$ cat src/rtl/cosim_commit_queue.sv
// rtl/cosim_commit_queue.sv - retire-to-cosim commit record FIFO with registered output stage
// Optional feature: define COSIM_X0_FILTER_EN to suppress register writes to x0.
module cosim_commit_queue #(
    parameter int DEPTH = 8
) (
    input  logic        clk,
    input  logic        rstn,
    input  logic        retire_valid,
    input  logic [63:0] retire_pc,
    input  logic [31:0] retire_inst,
    input  logic        retire_we,
    input  logic [4:0]  retire_rd,
    input  logic [63:0] retire_wdata,
    input  logic        drain_en,
    output logic        cosim_valid,
    output logic [63:0] cosim_pc,
    output logic [31:0] cosim_inst,
    output logic        cosim_we,
    output logic [4:0]  cosim_rd,
    output logic [63:0] cosim_wdate,
    output logic        full,
    output logic        overflow,
    output logic [63:0] retire_count
);
    localparam int PTR_W = $clog2(DEPTH);
    localparam int CNT_W = PTR_W + 1;
    localparam int REC_W = 64 + 32 + 1 + 5 + 64;
    localparam logic [CNT_W-1:0] DEPTH_C = CNT_W'(DEPTH);

    logic [REC_W-1:0] mem [DEPTH];
    logic [PTR_W-1:0] wr_ptr;
    logic [PTR_W-1:0] rd_ptr;
    logic [CNT_W-1:0] count;
    logic             is_full;
    logic             empty;
    logic             push;
    logic             pop;
    logic             we_in;
    logic [REC_W-1:0] rec_in;

`ifdef COSIM_X0_FILTER_EN
    assign we_in = retire_we && (retire_rd != 5'd0);
`else
    assign we_in = retire_we;
`endif

    assign is_full = (count == DEPTH_C);
    assign empty   = (count == '0);
    assign full    = is_full;
    // A pop frees the slot being written on a full queue; an empty queue never pops.
    assign pop     = drain_en && !empty;
    assign push    = retire_valid && (!is_full || pop);
    assign rec_in  = {retire_pc, retire_inst, we_in, retire_rd, retire_wdata};

    always_ff @(posedge clk) begin
        if (push) begin
            mem[wr_ptr] <= rec_in;
        end
    end

    always_ff @(posedge clk or negedge rstn) begin
        if (!rstn) begin
            wr_ptr       <= '0;
            rd_ptr       <= '0;
            count        <= '0;
            overflow     <= 1'b0;
            retire_count <= '0;
        end else begin
            if (push) begin
                wr_ptr       <= wr_ptr + PTR_W'(1);
                retire_count <= retire_count + 64'd1;
            end
            if (pop) begin
                rd_ptr <= rd_ptr + PTR_W'(1);
            end
            case ({push, pop})
                2'b10:   count <= count + CNT_W'(1);
                2'b01:   count <= count - CNT_W'(1);
                default: count <= count;
            endcase
            if (retire_valid && is_full && !pop) begin
                overflow <= 1'b1;
            end
        end
    end

    // Output stage is zeroed on idle cycles so the checker never sees stale fields.
    always_ff @(posedge clk or negedge rstn) begin
        if (!rstn) begin
            cosim_valid <= 1'b0;
            cosim_pc    <= '0;
            cosim_inst  <= '0;
            cosim_we    <= 1'b0;
            cosim_rd    <= '0;
            cosim_wdate <= '0;
        end else if (pop) begin
            cosim_valid <= 1'b1;
            {cosim_pc, cosim_inst, cosim_we, cosim_rd, cosim_wdate} <= mem[rd_ptr];
        end else begin
            cosim_valid <= 1'b0;
            cosim_pc    <= '0;
            cosim_inst  <= '0;
            cosim_we    <= 1'b0;
            cosim_rd    <= '0;
            cosim_wdate <= '0;
        end
    end
endmodule
$ cat config.mk
export PLATFORM = sky130hd
export DESIGN_NAME = cosim_commit_queue
export DESIGN_NICKNAME = d
export VERILOG_FILES = /design/src/rtl/cosim_commit_queue.sv
export SDC_FILE = /design/constraint.sdc
export NUM_CORES = 2
export LEC_CHECK = 0
export CORE_UTILIZATION = 35
export DETAILED_ROUTE_END_ITERATION = 10
export PLACE_DENSITY = 0.52
export SLEW_MARGIN = 20
export SYNTH_ARGS = -nofsm -noshare
export SYNTH_HDL_FRONTEND = slang
export SYNTH_SLANG_ARGS = --single-unit
export TNS_END_PERCENT = 100
$ cat constraint.sdc
create_clock -name clk -period 16.98 [get_ports clk]
set_input_delay 4.245 -clock clk [delete_from_list [all_inputs] [get_ports clk]]
set_output_delay 4.245 -clock clk [all_outputs]
set_load 0.005 [all_outputs]
==> metrics.md <==
| Metric | Value |
|---|---|
| HPWL after DPL | `slightly below 80,000 um` |
| Critical setup path kind | `input port to flop` |
| CP peak stage delay | `just under 1 ns` |
| Core area | `about 160,000 sq um` |
| Final setup fails | `0` |
| Num CTS Buffers | `approximately 170` |
| Hold Crit Depth | `1` |
| Max-cap violation count | `0` |
| Post-route minimum period | `roughly 8 ns` |
| Die Area | `between 150,000 and 200,000 sq um` |
| Via count | `27,021` |
| Yosys top cell area share | `a little under 70%` |
| Fraction of layout cells with a size suffix above 1 | `20.3%` |
| Post-synth top flop | `edfxtp_1` |
| Routed WL per cell | `between 20 and 25 um` |
| CTS tree | `built` |
| PD cells | `approximately 170 nW/um^2` |
| Peak VDD IR | `roughly 130 uV` |
| Clock latency at the later pin of the worst-skew pair | `just over 0.8 ns` |
| RSZ-0062 raised after global routing | `no` |
| Slew HR | `16.4%` |
| Mapped cell area | `between 50,000 and 60,000 sq um` |
| Total gr overflow | `0` |
| Ys async rst share | `around 15%` |
| Post-synth EDFFs | `about 1,300` |
| Number of hold buffers added after cts | `0` |
| Final Max Slew Viols | `0` |
| Die height | `just over 400 um` |
| Nets | `3,291` |
| FF-to-FF Start | `count[3]` |
| Post-cts sizing count | `0` |
| Reg2Reg Setup Slack | `approximately 12 ns` |
| Combinational Power Share | `between 20% and 30%` |
| Hold Startpoint | `retire_count[63]` |
| Post-route DRC | `0` |
| I/O pin cnt | `a little over 400` |
| Hold Crit Class | `flop to flop` |
| Switch Pwr | `3310 uW` |
| Flops & latches, synth | `~1,600` |
| First-pass GRT wire length | `200,000 um` |
| Hold EP | `retire_count[63]` |
| Delay-heaviest family, CP | `buffers and inverters` |
| Sequential fraction of the synthesis area | `79.3%` |
| Util after Layout | `43.0%` |
| Crit path top cell by count | `buf_4` |
| Setup TNS | `0 ns` |
| Mapped Avg Cell Area | `22.1 sq um` |
| Crit Path Max Fanout | `60` |
| CP startpoint kind | `input port` |
| GRT Overall Usage | `16.4%` |
| Slew @ Worst Pin | `between 1 and 1.5 ns` |
| Synth area leaders | `edfxtp_1, mux4_2, dfrtp_1` |
| Synth cell types | `44` |
| Die X | `~410 um` |
| Vias in the first global route | `29,357` |
| Placement Rows | `148` |
| Clk_skew | `0.0553 ns` |
| WHS | `0.482 ns` |
| Initial antenna violation count | `43` |
| R2R depth | `8` |
| Number of cells on the critical path | `8` |
| Worst path cell trace | `clkdlybuf4s50_1 > inv_1 > a21boi_0 > buf_4 > nand2_1 > nor2_4 > buf_4 > buf_4` |
| Post-synth net total | `~2,800` |
| CTS Sinks | `roughly 1,600` |
| GP Congestion | `0.778` |
| CTS root buf | `clkbuf_16` |
| Largest net degree at the start of global routing | `between 150 and 200` |
| Switching share of total power | `28.1%` |
| Filler cells | `around 14,000` |
| Post-CTS setup buffers | `0` |
| Max clock buf depth | `3` |
| Worst EP required | `approximately 17 ns` |
| Run status | `complete, no violations` |
| CP Buf/Inv Count | `5` |
| Final Cycle Share | `a little under half` |
| LEAKAGE | `between 0.02 and 0.025 uW` |
| Starting Density | `a little over a third` |
| Gate Count Post-Synth | `approximately 2,600` |
| H-tree depth | `4` |
| Clock transition at the registers of the reported paths | `around 0.060 ns` |
| Highest Clock Rate | `about 120 MHz` |
| Drt pass-1 iters | `5` |
| Clock share of power | `between 30 and 40%` |
| Seq pwr share | `around 44%` |
| Setup crit end kind | `flop` |
| R2R Path End | `mem[7][45]` |
| Internal power | `between 8000 and 9000 uW` |
| Final hold viol count | `0` |
| Vias/cell | `roughly 5.0` |
| Ys Warns | `0` |
| Violation count after the first detailed-route iteration | `between 1,500 and 2,000` |
| CP arrival | `approximately 8.5 ns` |
| Drt total wl | `between 100,000 and 150,000 um` |
| Antenna Nets Post-Route | `0` |
| CP max stage cell | `buf_4` |
| PortBufs | `402` |
| Area Overhead vs Synth | `21.4%` |
| Dominant cell type by area after synthesis | `edfxtp_1` |
[Yosys cell counts, types with 17 or more instances]
cell type,count
nand2_1,38
xor2_1,36
buf_1,53
nor2_1,195
xnor2_1,34
dfrtp_1,242
edfxtp_1,1328
clkbuf_1,63
nand4_1,24
mux2i_1,166
mux4_2,332
inv_1,17
[worst max-delay path by stage]
| stage | startpoint | end | slack, ns |
|---|---|---|---|
| floorplan | drain_en | mem[2][0] | 0.34 |
| global placement | drain_en | mem[7][46] | 7.94 |
| detailed placement | drain_en | mem[7][46] | 8.06 |
| CTS | drain_en | mem[7][91] | 8.92 |
| global route | drain_en | mem[7][94] | 8.70 |
| finish | drain_en | mem[7][45] | 8.89 |
[power groups by stage]
stage	clock (uW)	combinational [uW]	sequential, uW
floorplan	0	1810	5250
global placement	0	2990	5260
detailed placement	0	3000	5290
CTS	3760	3020	5220
global route	3910	3150	5260
finish	3660	2910	5190
[logic make-up after synthesis]
logic type	share of synthesized area [%]
AOI/OAI and AO/OA	0.130
xor gates and xnor gates	1.06
adders and majority gates	0.0864
buffers and inverters	0.910
DFF	79.3
muxes	15.8
and+or+nand+nor	2.70
[registers in the layout (all words and copies together), names as in the netlist]
| register | cells |
|---|---|
| cosim_valid | 1 |
| cosim_inst | 32 |
| overflow | 1 |
| cosim_wdate | 64 |
| retire_count | 64 |
| count | 4 |
| rd_ptr | 3 |
| wr_ptr | 3 |
| cosim_rd | 5 |
| cosim_we | 1 |
| mem | 1328 |
| cosim_pc | 64 |
[per-layer routing]
layer,vias up,GRT usage [%],share of wire (%)
met4,48,4.67,2.1
met5,-,0,0.22
met2,642,27.0,50
li1,11653,-,-
met3,239,4.39,5.9
met1,14439,21.2,42
[layout make-up]
class                           count  area (sq um)  share of cell area, %
Sequential cell                  1570         45900                   65.3
Inverter                           17          63.8                 0.0907
Antenna cell                        8          20.0                 0.0285
Clock buffer                      219          4500                   6.40
Clock inverter                     92          1110                   1.58
Multi-Input combinational cell    917         11500                   16.4
Tap cell                         2175          2720                   3.87
Timing Repair Buffer              445          4440                   6.31
[cell usage in the layout (no fill, tap or decap), drive strengths merged, types with 34 or more instances in the layout]
master         netlist  layout
buf                 56      44
xnor2               34      34
mux2i              166     166
mux4               332     332
nor2               195     195
clkbuf              63     219
clkinv               0      59
edfxtp            1328    1328
xor2                36      36
nand2               38      38
dfrtp              242     242
clkdlybuf4s50        0     401
[stage by stage]
stage | area, sq um | worst slack, ns | std cells | total power, uW
2_1_floorplan | 57900 | 0.337 | 2623 | 7060
3_3_place_gp | 64700 | 7.94 | 5123 | 8250
3_5_place_dp | 64700 | 8.06 | 5124 | 8290
4_1_cts | 70300 | 8.92 | 5435 | 12000
5_1_grt | 70300 | 8.70 | 5438 | 12300
6_report | 70300 | 8.89 | 5443 | 11800
Note: power is estimated with default switching activity, not from simulation.
